--- config.mk ---
export PLATFORM = sky130hd
export DESIGN_NAME = alu_sequencer
export DESIGN_NICKNAME = d
export VERILOG_FILES = /design/src/rtl/alu_sequencer.sv
export SDC_FILE = /design/constraint.sdc
export NUM_CORES = 1
export LEC_CHECK = 0
export BUFFER_PORTS_ARGS = -buffer_cell sky130_fd_sc_hd__buf_2
export CORE_MARGIN = 8
export CORE_UTILIZATION = 49
export CTS_BUF_LIST = sky130_fd_sc_hd__clkbuf_16
export DETAILED_ROUTE_END_ITERATION = 12
export PLACE_DENSITY = 0.91
export RECOVER_POWER = 100
export SLEW_MARGIN = 20
export SYNTH_ARGS = -nofsm -noshare
export SYNTH_HDL_FRONTEND = slang
export SYNTH_SLANG_ARGS = --single-unit
--- constraint.sdc ---
create_clock -name clk -period 4 [get_ports clk]
set_input_delay 0.2 -clock clk [delete_from_list [all_inputs] [get_ports clk]]
set_output_delay 0.2 -clock clk [all_outputs]
set_load 0.02 [all_outputs]
--- src/rtl/alu_sequencer.sv ---
// Issuing end of the CPU/ALU interface: accepts one decoded op per handshake,
// drives the ALU for ALU_LATENCY cycles, then captures result and flags.
module alu_sequencer #(
  parameter int ALU_LATENCY = 1,
  parameter int DATA_W      = 8
) (
  input  logic              clk,
  input  logic              rst,
  input  logic              req,
  output logic              ready,
  input  logic [DATA_W-1:0] operation,
  input  logic [DATA_W-1:0] op1,
  input  logic [DATA_W-1:0] op2,
  input  logic              flag_we,
  input  logic              flush,
  output logic              done,
  output logic [DATA_W-1:0] res_l,
  output logic [DATA_W-1:0] res_h,
  output logic              carry_f,
  output logic              zero_f,
  output logic              sign_f,
  output logic              alu_rst,
  output logic              alu_enable,
  output logic [DATA_W-1:0] alu_operation,
  output logic [DATA_W-1:0] alu_op1,
  output logic [DATA_W-1:0] alu_op2,
  output logic              alu_cpu_carry,
  input  logic [DATA_W-1:0] alu_result_l,
  input  logic [DATA_W-1:0] alu_result_h,
  input  logic              alu_carry,
  input  logic              alu_zero,
  input  logic              alu_sign
);

  typedef enum logic [1:0] {IDLE, EXEC, DONE} state_t;

  state_t            state_q;
  logic [3:0]        cnt_q;
  logic [DATA_W-1:0] opr_q, a_q, b_q;
  logic              we_q;
  logic [DATA_W-1:0] res_l_q, res_h_q;
  logic              c_q, z_q, s_q;
  logic              done_q, en_q, alu_rst_q;

  always_ff @(posedge clk or posedge rst) begin
    if (rst) begin
      state_q   <= IDLE;
      cnt_q     <= '0;
      opr_q     <= '0;
      a_q       <= '0;
      b_q       <= '0;
      we_q      <= 1'b0;
      res_l_q   <= '0;
      res_h_q   <= '0;
      c_q       <= 1'b0;
      z_q       <= 1'b0;
      s_q       <= 1'b0;
      done_q    <= 1'b0;
      en_q      <= 1'b0;
      alu_rst_q <= 1'b1;
    end else begin
      // A taken flush resets the ALU for exactly the following cycle.
      alu_rst_q <= flush;
      done_q    <= 1'b0;
      case (state_q)
        IDLE: begin
          if (req && !flush) begin
            opr_q   <= operation;
            a_q     <= op1;
            b_q     <= op2;
            we_q    <= flag_we;
            cnt_q   <= 4'(ALU_LATENCY - 1);
            en_q    <= 1'b1;
            state_q <= EXEC;
          end
        end
        EXEC: begin
          if (flush) begin
            en_q    <= 1'b0;
            state_q <= IDLE;
          end else if (cnt_q == 4'd0) begin
            res_l_q <= alu_result_l;
            res_h_q <= alu_result_h;
            if (we_q) begin
              c_q <= alu_carry;
              z_q <= alu_zero;
              s_q <= alu_sign;
            end
            en_q    <= 1'b0;
            done_q  <= 1'b1;
            state_q <= DONE;
          end else begin
            cnt_q <= cnt_q - 4'd1;
          end
        end
        DONE:    state_q <= IDLE;
        default: state_q <= IDLE;
      endcase
    end
  end

  assign ready         = (state_q == IDLE) && !rst;
  assign done          = done_q;
  assign res_l         = res_l_q;
  assign res_h         = res_h_q;
  assign carry_f       = c_q;
  assign zero_f        = z_q;
  assign sign_f        = s_q;
  assign alu_rst       = alu_rst_q;
  assign alu_enable    = en_q;
  assign alu_operation = opr_q;
  assign alu_op1       = a_q;
  assign alu_op2       = b_q;
  assign alu_cpu_carry = c_q;

endmodule

==> Word-level counts from Yosys, hierarchy flattened <==
Cells that the tools add are included.
{ "classes": {"addsub": 1, "eq_ne": 5, "n_mux": 15, "bitwise_logic": 1, "reduce_logical": 13} }
{ "ops": {"columns": ["op", "count"], "rows": [
  ["4-bit two-way mux", 3],
  ["4-bit one-hot mux with 2 select lines", 1],
  ["4-bit AND reduction", 2],
  ["1-bit two-way mux", 6],
  ["2-bit two-way mux", 3],
  ["2-bit != test (second input constant)", 3],
  ["3-bit AND reduction", 2],
  ["4-bit zero test", 1],
  ["2-bit one-hot mux with 2 select lines", 1],
  ["2-bit AND reduction", 2],
  ["4-bit by 1-bit subtractor with 4-bit output (second input constant)", 1],
  ["3-bit != test (second input constant)", 1],
  ["2-bit by 1-bit equality test with 1-bit output (second input constant)", 1],
  ["1-bit logical AND", 2],
  ["1-bit zero test", 2],
  ["2-bit zero test", 1],
  ["1-bit one-hot mux with 2 select lines", 1],
  ["2-bit nonzero test", 1],
  ["1-bit inverter", 1]
]} }
{ "word_totals": {"regBits": 53} }

==> Depth between registers and ports, before layout <==
Gate-level depths: netlist of run 1.
{ "logic_depth": {"word_depth": 4, "depth_mapped": 7, "mapped_depth_nobuf": 5} }

==> Worst setup path after synthesis of run 1 <==
OpenSTA, ideal clock, no wires.
{ "synth_timing": {"path_type": "register to register", "startpoint": "reg cnt_q[0]", "endpoint": "reg res_h_q[0] (netlist: res_h[0])", "setup_time_ns": 0.125, "arrival_time_ns": 1.703, "slack_ns": 2.172, "path_stages_with_launch": 8, "cell_sequence": "dfrtp_1 -> inv_1 -> ha_1 -> nor3b_2 -> and3_1 -> buf_4 -> buf_4 -> mux2_2"} }
{ "synth_via": {"elab_chain_cells": 2} }
{ "synth_lines": {"columns": ["element", "line", "text"], "rows": [
  ["start: declaration", "38", "logic [3:0] cnt_q;"],
  ["start signal: assignment", "72", "cnt_q <= 4'(ALU_LATENCY - 1);"],
  ["start signal: assignment", "93", "cnt_q <= cnt_q - 4'd1;"],
  ["4-bit zero test", "81", "end else if (cnt_q == 4'd0) begin"],
  ["3-bit AND reduction (no line)", null, null],
  ["end signal: assignment", "83", "res_h_q <= alu_result_h;"],
  ["end: declaration", "41", "logic [DATA_W-1:0] res_l_q, res_h_q;"]
]} }
Every way passes these cells.
A chain may end at the register's enable or synchronous reset.

==> Worst setup path in the final report of run 1 <==
{ "layout_timing": {"startpoint": "reg state_q[1]", "endpoint": "reg opr_q[6] (netlist: alu_operation[6])"} }
{ "layout_via": {"elab_chain_cells": 2} }
{ "layout_lines": {"columns": ["element", "line", "text"], "rows": [
  ["start: declaration", "37", "state_t state_q;"],
  ["start signal: assignment", "47", "state_q <= IDLE;"],
  ["start signal: assignment", "74", "state_q <= EXEC;"],
  ["start signal: assignment", "80", "state_q <= IDLE;"],
  ["2-bit zero test", "65", "case (state_q)"],
  ["2-bit AND reduction (no line)", null, null],
  ["end signal: assignment", "68", "opr_q <= operation;"],
  ["end: declaration", "39", "logic [DATA_W-1:0] opr_q, a_q, b_q;"]
]} }
Every way passes these cells.

==> impl_metrics.tcl, run 1 <==
set metrics [dict create \
    grt_usage_pct 13.4 \
    end_kind "flop" \
    cpPeakStageDelay_ns 1.39 \
    initial_core_util_pct 51.4 \
    cp.arrival_ns 3.02 \
    seqPwrFrac_pct 40.7 \
    path_buf_inv 1 \
    path_delay_family "simple AND/OR/NAND/NOR gates" \
    n_fill_cell 327 \
    cp_slowest_cell "nor3b_1" \
    die_area_um2 6600 \
    combPwrFrac_pct 38.2 \
    cp_cell_sequence "or2_0 > nor3b_1 > buf_8 > mux2_2" \
    yosysSeqAreaShare_pct 63.6 \
    route.detailed.drc 0 \
    layout-drive-gt1-share_pct 42.4 \
    postCtsSetupRepairBufs 0 \
    antenna_found_initial 0 \
    htreeDepth 2 \
    min_to "alu_rst" \
    max_slew_margin_pct -47.7 \
    drtAntennaViolNets 0 \
    synth_cell_types 29 \
    violations "max-capacitance violations, max-slew violations" \
    synth_simple_gate_area_share_pct 5.04 \
    place_congestion 0.786 \
    cts-buffers-inserted 5 \
    clk_pin_slew_ns 0.07 \
    min_from "flush" \
    clock-sinks 53 \
    finalSetupViolations 0 \
    yosysTopAreaCellShare_pct 62.4 \
    peakVddDrop_mv 0.456 \
    leakage_nw 1.19 \
    fp.dieW_um 81.3 \
    syn-instance-count 134 \
    drv_slew 65 \
    switching_share_pct 37.5 \
    holdPathStages 1 \
    postLayoutSetupSlackWorst_ns 1.15 \
    fin_nets 279 \
    firstDrtPassIters 4 \
    hold_class "in -> reg" \
    syn-mean-instance-area_um2 15.6 \
    cts_resized 0 \
    cts_root_buf "clkbuf_16" \
    yosys_register_bits 53 \
    reg2reg_from "state_q[1]" \
    clkPwrFrac_pct 21.1 \
    power.density_nw_per_um2 834 \
    hold_viol 0 \
    layout_worst_path_cycle_share_pct 71.3 \
    period_needed_ns 2.85 \
    critPathLaunchType "flop" \
    critPathKind "reg -> reg" \
    status "finished, violations left" \
    drt_iter0_drc 71 \
    postCtsHoldBufs 0 \
    io_buffer_count 95 \
    synthAdderAreaFrac_pct 0.600 \
    grt_overflow 0 \
    insertedDiodeCount 0 \
    routedWlPerCell_um 16.1 \
    coreArea_um2 4060 \
    cp_max_fo 15 \
    syn2layout_area_growth_pct 28.2 \
    postLayoutCellArea_um2 2680 \
    ios 96 \
    synth_warnings 0 \
    finalWirelength_um 4510 \
    setup-tns-final_ns 0 \
    crit_required_ns 4.17 \
    skew_ns 0.00439 \
    rsz0062_at_grt "false" \
    maxCapViolCount 2 \
    startpoint "state_q[1]" \
    power_switching_uw 838 \
    vias_per_cell 4.96 \
    pre_cts_slack_ns 1.77 \
    netlist_area_um2 2090 \
    reg2regPathDepth 4 \
    synth_compound_area_share_pct 3.42 \
    fmax_ghz 0.351 \
    ff2ff_setup_slack_ns 1.15 \
    synth_mux_area_share_pct 24.2 \
    p_int_mw 1.39 \
    yosysTopAreaCell "dfrtp_1" \
    chipHeight_um 81.3 \
    worstMarginPinSlew_ns 2.20 \
    synth_top_family_by_area "multiplexers" \
    syn_nets 183 \
    synth_xor_xnor_area_share_pct 0 \
    grt_max_degree 54 \
    cp.depth 4 \
    first_global_vias 1462 \
    r2r-end "alu_operation[6]" \
    rows 23 \
    place_hpwl_um 3550 \
    cts_tree "built" \
    grt_pass1_wl_um 6930 \
    cts_buffer_depth 2 \
    worstSkewPairLatency_ns 0.28 \
    yosys-top-cells-area "dfrtp_1 62%, mux2_2 23%, dfstp_2 1.3%, buf_4 1.1%, buf_6 1.1%" \
    num_vias 1395 \
    placed_cell_area_um2 2590 \
]
[cells by family after synthesis]
group	count (synthesis)
DFF	53
muxes	45
and+or+nand+nor	15
AOI/OAI and AO/OA	10
buffers and inverters	10
adders and majority gates	1
[cells in the mapped netlist]
library cell	n
nor3_1	2
inv_1	3
mux2_2	43
or4_1	1
nand2_1	1
o211ai_1	2
dfrtp_1	52
nor2_1	2
clkbuf_1	1
nor3b_4	1
o311ai_0	1
or2_1	1
buf_2	1
o2bb2ai_1	2
o21ai_0	2
ha_1	1
nand3b_1	1
dfstp_2	1
a211oi_1	1
and3_1	2
o21bai_1	1
buf_6	2
mux2i_1	1
buf_4	3
a21oi_1	1
nor2b_1	1
nor3b_2	1
nand4_1	2
mux2_1	1
[flip-flops by register name, summed over array words and instances (netlist names), 2 cells and up]
| name | flops |
|---|---|
| state_q | 2 |
| cnt_q | 4 |
| res_l | 8 |
| alu_op1 | 8 |
| alu_operation | 8 |
| alu_op2 | 8 |
| res_h | 8 |
[worst max path at each step]
stage	endpoint	slack [ns]
after floorplan	res_h[0]	2.17
after global routing	alu_operation[6]	0.95
final	alu_operation[6]	1.15
after global placement	alu_operation[3]	1.73
after CTS	res_h[1]	1.77
after detailed placement	res_h[1]	1.77
[metrics by stage]
step / hold WS (ns) / util, % / std cells / power [mW]
after global routing: 0.0590 / 66.0 / 281 / 2.36
after global placement: 0.342 / 63.4 / 272 / 1.80
final: 0.0555 / 66.0 / 281 / 2.23
after floorplan: 0.204 / - / 134 / 1.52
after CTS: 0.0444 / 67.9 / 281 / 2.32
after detailed placement: 0.345 / 63.7 / 273 / 1.85
[power by group through the flow]
stage	registers, mW	logic, mW	clock network [mW]
after global routing	0.943	0.916	0.503
final	0.908	0.852	0.471
after global placement	0.900	0.905	0
after detailed placement	0.912	0.936	0
after CTS	0.904	0.937	0.480
after floorplan	1.17	0.358	0
[layer usage]
metal / GRT usage (%) / share of wire [%]
met1: 16.0 / 41
met2: 22.4 / 48
met3: 4.75 / 11
met4: 3.75 / 0.29
met5: 0 / 0
[cell type report]
class                           instances  area, um^2  area share, %
Tap cell                               50        62.6           2.34
Timing Repair Buffer                   96         428           16.0
Clock buffer                            5         125           4.68
Sequential cell                        53        1330           49.6
Inverter                                3        12.5          0.468
Clock inverter                          3        42.5           1.59
Multi-Input combinational cell         71         678           25.3
[worst register-to-register path, cell delays in order (launching register included)]
cell and delay [ns]:
dfrtp_1 0.40, or2_0 0.32, nor3b_1 1.39, buf_8 0.27, mux2_2 0.36
[layout by cell type, fill, tap and decap left out, types with 2 or more instances in the layout]
| cell | n |
|---|---|
| mux2_2 | 43 |
| o211ai_1 | 2 |
| nor2_1 | 2 |
| clkbuf_1 | 50 |
| nand4_1 | 2 |
| dfrtp_1 | 52 |
| o21ai_0 | 2 |
| nor3b_1 | 2 |
| buf_2 | 45 |
| o2bb2ai_1 | 2 |
| and3_1 | 2 |
| nor3_1 | 2 |
| inv_1 | 3 |
| clkbuf_16 | 5 |
Note: power is estimated with default switching activity, not from simulation.
==> inputs of run 2 (changes only) <==
Settings changed: ABC_AREA set to 1, CORE_UTILIZATION 49 to 42, PLACE_DENSITY 0.91 to 0.83.
Clock period 4 ns to 2.6 ns, I/O delays scaled along.
==> impl_metrics.tcl, run 2 <==
set metrics [dict create \
    synth_top_cells_by_count "121 x nand2_1, 52 x dfrtp_1, 34 x nand3_1" \
    hold_viol 0 \
    setup-tns-final_ns 0 \
    rsz0062_at_grt "false" \
    end_kind "flop" \
    period_needed_ns 1.93 \
    antenna_found_initial 0 \
    power.density_nw_per_um2 1270 \
    die_area_um2 7680 \
    max_slew_margin_pct 38.8 \
    grt_max_degree 39 \
    cts_resized 0 \
    cts-buffers-inserted 5 \
    syn_nets 295 \
    drv_slew 0 \
    route.detailed.drc 0 \
    io_buffer_count 95 \
    grt_usage_pct 14.4 \
    firstDrtPassIters 7 \
    vias_per_cell 4.64 \
    drtAntennaViolNets 0 \
    coreArea_um2 5040 \
    layout_worst_path_cycle_share_pct 74.2 \
    final_common_cell "nand2_1" \
    place_congestion 0.858 \
    layout-drive-gt1-share_pct 16.9 \
    insertedDiodeCount 0 \
    postLayoutSetupSlackWorst_ns 0.672 \
    crit_required_ns 2.77 \
    cp.arrival_ns 2.10 \
    syn2layout_area_growth_pct 28.6 \
    critPathLaunchType "input pin" \
    worstSkewPairLatency_ns 0.28 \
    initial_core_util_pct 42.7 \
    first_global_vias 1963 \
    htreeDepth 2 \
    synth_warnings 0 \
    reg2regPathDepth 8 \
    yosysMostFrequentCell "nand2_1" \
    cts_root_buf "clkbuf_16" \
    grt_pass1_wl_um 8750 \
    synth-edff-count 0 \
    maxCapViolCount 0 \
    clock-sinks 53 \
    netlist_area_um2 2150 \
    skew_ns 0.00450 \
    syn-mean-instance-area_um2 8.76 \
    rows 26 \
    r2r-end "res_h[5]" \
    place_hpwl_um 4110 \
    finalSetupViolations 0 \
    routedWlPerCell_um 13.2 \
    clk_pin_slew_ns 0.07 \
    grt_overflow 0 \
    worstMarginPinSlew_ns 0.918 \
    leakage_nw 1.51 \
    yosys-top-cells-area "dfrtp_1 60%, nand2_1 21%, nand3_1 7.9%, inv_1 2.1%, buf_2 1.4%" \
    yosysTopAreaCellShare_pct 60.4 \
    status "finished clean" \
    min_to "res_l[7]" \
    yosysSeqAreaShare_pct 61.6 \
    hold_class "in -> reg" \
    reg2reg_from "cnt_q[0]" \
    holdPathStages 3 \
    peakVddDrop_mv 0.498 \
    min_from "alu_result_l[7]" \
    fp.dieW_um 87.6 \
    num_vias 1921 \
    ios 96 \
    async_flop_share_pct 100 \
    fin_nets 393 \
    critPathKind "in -> reg" \
    synth_cell_types 17 \
    ff2ff_setup_slack_ns 0.83 \
    cts_buffer_depth 2 \
    drt_iter0_drc 65 \
    pre_cts_slack_ns 0.963 \
    cp_max_fo 27 \
    fmax_ghz 0.519 \
    finalWirelength_um 5460 \
    yosys_register_bits 53 \
    cts_tree "built" \
    final_cell_mix "122 x nand2_1, 52 x dfrtp_1, 50 x clkbuf_1" \
    yosys_most_used_dff "dfrtp_1" \
    yosysTopAreaCell "dfrtp_1" \
    syn-instance-count 246 \
    chipHeight_um 87.6 \
]
[run 2: cell count changes after synthesis, moves of 2 or more]
| cell | before | now |
|---|---|---|
| mux2_2 | 43 | 0 |
| nand2_1 | 1 | 121 |
| o211ai_1 | 2 | 0 |
| nand3_1 | 0 | 34 |
| nor2_1 | 2 | 5 |
| buf_2 | 1 | 6 |
| and3_1 | 2 | 0 |
| nor2_2 | 0 | 3 |
| o21ai_0 | 2 | 0 |
| o2bb2ai_1 | 2 | 0 |
| inv_1 | 3 | 12 |
[run 2: layer usage]
metal  part of all wire, %  wire (um)  vias to the layer above  track usage, %
met2                    45       2470                       74            24.3
li1                      -          -                      958               -
met5                     0          0                        -               0
met3                    10        568                        8            5.63
met4                   1.4         76                        0            5.00
met1                    43       2340                      881            16.2
[run 2: worst max-delay path by stage]
stage / slack (ns) / endpoint / start
floorplan: 1.19 / alu_cpu_carry / rst
global placement: 1.04 / res_l[4] / cnt_q[0]
detailed placement: 0.96 / res_l[5] / cnt_q[0]
CTS: 0.96 / res_l[5] / cnt_q[0]
global route: 0.47 / alu_op2[6] / rst
finish: 0.67 / cnt_q[0] / flush
[run 2: cell type report]
type,instances,area [um^2]
Fill cell,492,2270
Timing Repair Buffer,101,460
Inverter,13,48.8
Sequential cell,53,1330
Clock buffer,5,125
Clock inverter,2,11.3
Multi-Input combinational cell,170,709
Tap cell,70,87.6
[run 2: logic make-up after synthesis]
family,after synthesis,synth area share [%]
adder cells (fa/ha/maj),1,0.581
XOR/XNOR,1,0.407
flip-flops,53,61.6
AND/OR/NAND/NOR,167,31.8
buffers and inverters,23,5.23
AO/OA/AOI/OAI,1,0.349
[run 2: critical path, stage by stage]
cell and delay (ns):
dlygate4sd3_1 0.54, clkbuf_1 0.16, nor2_1 0.16, nand2_1 0.55, nand2_1 0.25, nand2_1 0.17
nand2_1 0.10, nand2_1 0.05
[run 2: report_power, final]
group	total, mW	internal (mW)	switching [mW]
sequential	1.43	1.20	0.227
clock	0.621	0.348	0.273
combinational	1.48	0.410	1.07
total	3.53	1.96	1.57
[run 2: through the flow]
step	cell area [um^2]	util, %	cells	power, mW	hold WS, ns
after floorplan	2150	-	246	2.48	0.134
after global placement	2680	53.2	405	2.99	0.113
after detailed placement	2680	53.2	405	3.04	0.131
after CTS	2840	56.3	414	3.67	0.0343
after global routing	2770	54.9	414	3.80	0.0399
final	2770	54.9	414	3.53	0.0395
[run 2: repair_timing]
item,4_1_cts,5_1_grt
hold endpoints to repair,16,0
hold buffers,2,0
buffers inserted,0,0
==> inputs of run 3 (changes only) <==
Clock period 2.6 ns to 1.6 ns, I/O delays scaled along.
==> impl_metrics.tcl, run 3 (synthesis results as in run 2) <==
set metrics [dict create \
    drv_slew 0 \
    cp_cell_sequence "inv_1 > ha_2 > nand3_1 > nor2_4 > buf_8 > nand2_1 > nand2_1" \
    path_delay_family "simple AND/OR/NAND/NOR gates" \
    hold_class "in -> reg" \
    layout_worst_path_cycle_share_pct 90.2 \
    maxCapViolCount 0 \
    finalWirelength_um 5800 \
    grt_use_met1_pct 17.4 \
    initial_core_util_pct 42.7 \
    cts_buffer_depth 2 \
    reg2regPathDepth 7 \
    worstSkewPairLatency_ns 0.29 \
    r2r-end "res_h[3]" \
    skew_ns 0.00306 \
    ff2ff_setup_slack_ns 0.16 \
    vias_per_cell 4.64 \
    grt_usage_pct 14.9 \
    fin_nets 407 \
    clock-sinks 53 \
    cts_root_buf "clkbuf_16" \
    peakVddDrop_mv 0.963 \
    cpPeakStageDelay_ns 0.39 \
    crit_path_frequent_cell "nand2_1" \
    power_switching_mw 2.63 \
    drtAntennaViolNets 0 \
    place_hpwl_um 4120 \
    cts_tree "built" \
    period_needed_ns 1.44 \
    end_kind "flop" \
    min_from "alu_result_l[4]" \
    max_slew_margin_pct 48.5 \
    leakage_nw 1.59 \
    placed_cell_area_um2 2700 \
    p_int_mw 3.25 \
    postCtsSetupRepairBufs 0 \
    holdWs_ns 0.0101 \
    place_congestion 0.954 \
    holdPathStages 3 \
    grt-busiest-layer "met2" \
    layout-drive-gt1-share_pct 18.4 \
    routedWlPerCell_um 13.5 \
    critPathLaunchType "flop" \
    cp.arrival_ns 1.67 \
    postLayoutCellArea_um2 2960 \
    fp.dieW_um 87.6 \
    met3_usage_pct 5.53 \
    setup-tns-final_ns 0 \
    hold_viol 0 \
    clk_pin_slew_ns 0.06 \
    grt_pass1_wl_um 8910 \
    rsz0062_at_grt "false" \
    clkPwrFrac_pct 17.4 \
    crit_required_ns 1.82 \
    path_buf_inv 2 \
    htreeDepth 2 \
    finalSetupViolations 0 \
    worstMarginPinSlew_ns 0.771 \
    rows 26 \
    final_cell_mix "121 x nand2_1, 52 x dfrtp_1, 48 x clkbuf_1" \
    seqPwrFrac_pct 39.7 \
    firstDrtPassIters 4 \
    insertedDiodeCount 0 \
    grt_overflow 0 \
    first_global_vias 1923 \
    num_vias 1991 \
    cp_max_fo 20 \
    cp_slowest_cell "dfrtp_1" \
    switching_share_pct 44.8 \
    coreArea_um2 5040 \
    drt_iter0_drc 101 \
    grt_max_degree 35 \
    status "finished clean" \
    fmax_ghz 0.693 \
    power.density_nw_per_um2 1990 \
    critPathKind "reg -> reg" \
    syn2layout_area_growth_pct 37.2 \
    antenna_found_initial 0 \
    route.detailed.drc 0 \
    cts-buffers-inserted 5 \
    final_common_cell "nand2_1" \
    io_buffer_count 95 \
    chipHeight_um 87.6 \
    ios 96 \
    combPwrFrac_pct 42.9 \
    min_to "res_l[4]" \
    reg2reg_from "cnt_q[0]" \
    met2_usage_pct 24.6 \
    die_area_um2 7680 \
]
run 3: changes by cell type in the layout (fill, tap and decap cells not counted), sizes merged:
cell and change:
clkbuf -3, buf +4, inv +1, clkinvlp +1, clkinv -1, dlygate4sd3 +13
run 3: power groups by stage:
| stage | registers [mW] | clock network, mW | logic [mW] |
|---|---|---|---|
| 2_1_floorplan | 2.98 | 0 | 1.05 |
| 3_3_place_gp | 2.30 | 0 | 2.57 |
| 3_5_place_dp | 2.32 | 0 | 2.63 |
| 4_1_cts | 2.30 | 1.07 | 2.66 |
| 5_1_grt | 2.43 | 1.12 | 2.81 |
| 6_report | 2.34 | 1.02 | 2.52 |
run 3: what timing repair did:
item | CTS | global route
hold buffers | 14 | 1
endpoints found under the hold margin | 31 | 1
setup endpoints to repair | 0 | 19
gates resized for setup | 0 | 5
run 3: layout make-up:
cell class                 instances  area (um^2)
inverter                          13         51.3
tap                               70         87.6
multi-input combinational        170          722
fill                             482         2090
clock buffer                       5          125
timing repair buffer             115          623
sequential                        53         1330
clock inverter                     3         18.8
run 3: per-layer routing:
| layer | wire (um) | vias up |
|---|---|---|
| met5 | 0 | - |
| met4 | 64 | 0 |
| met3 | 533 | 6 |
| met2 | 2720 | 90 |
| met1 | 2480 | 906 |
| li1 | - | 989 |
run 3: how the worst max path moves through the flow:
stage                     startpoint            end  slack (ns)  cells past startpoint
final                       cnt_q[0]       res_h[3]        0.16                      7
after CTS                   cnt_q[0]  alu_cpu_carry        0.11                      7
after detailed placement    cnt_q[0]         zero_f        0.12                      7
after floorplan                  rst  alu_cpu_carry        0.24                      1
after global placement      cnt_q[0]         zero_f        0.19                      7
after global routing        cnt_q[0]       res_h[6]        0.01                      7
run 3: worst reg2reg max path, delay by kind of cell (launching register included):
family                     cells  cell delay, ns
DFF                            1            0.39
and+or+nand+nor                4            0.49
buffers and inverters          2            0.28
adders and majority gates      1            0.22
run 3: metrics by stage:
stage | power, mW | util [%] | std cells | worst slack (ns)
CTS | 6.03 | 59.3 | 428 | 0.110
global placement | 4.87 | 53.6 | 406 | 0.194
floorplan | 4.03 | - | 246 | 0.235
finish | 5.88 | 58.6 | 429 | 0.157
detailed placement | 4.95 | 53.6 | 406 | 0.119
global route | 6.36 | 58.6 | 429 | 0.0129
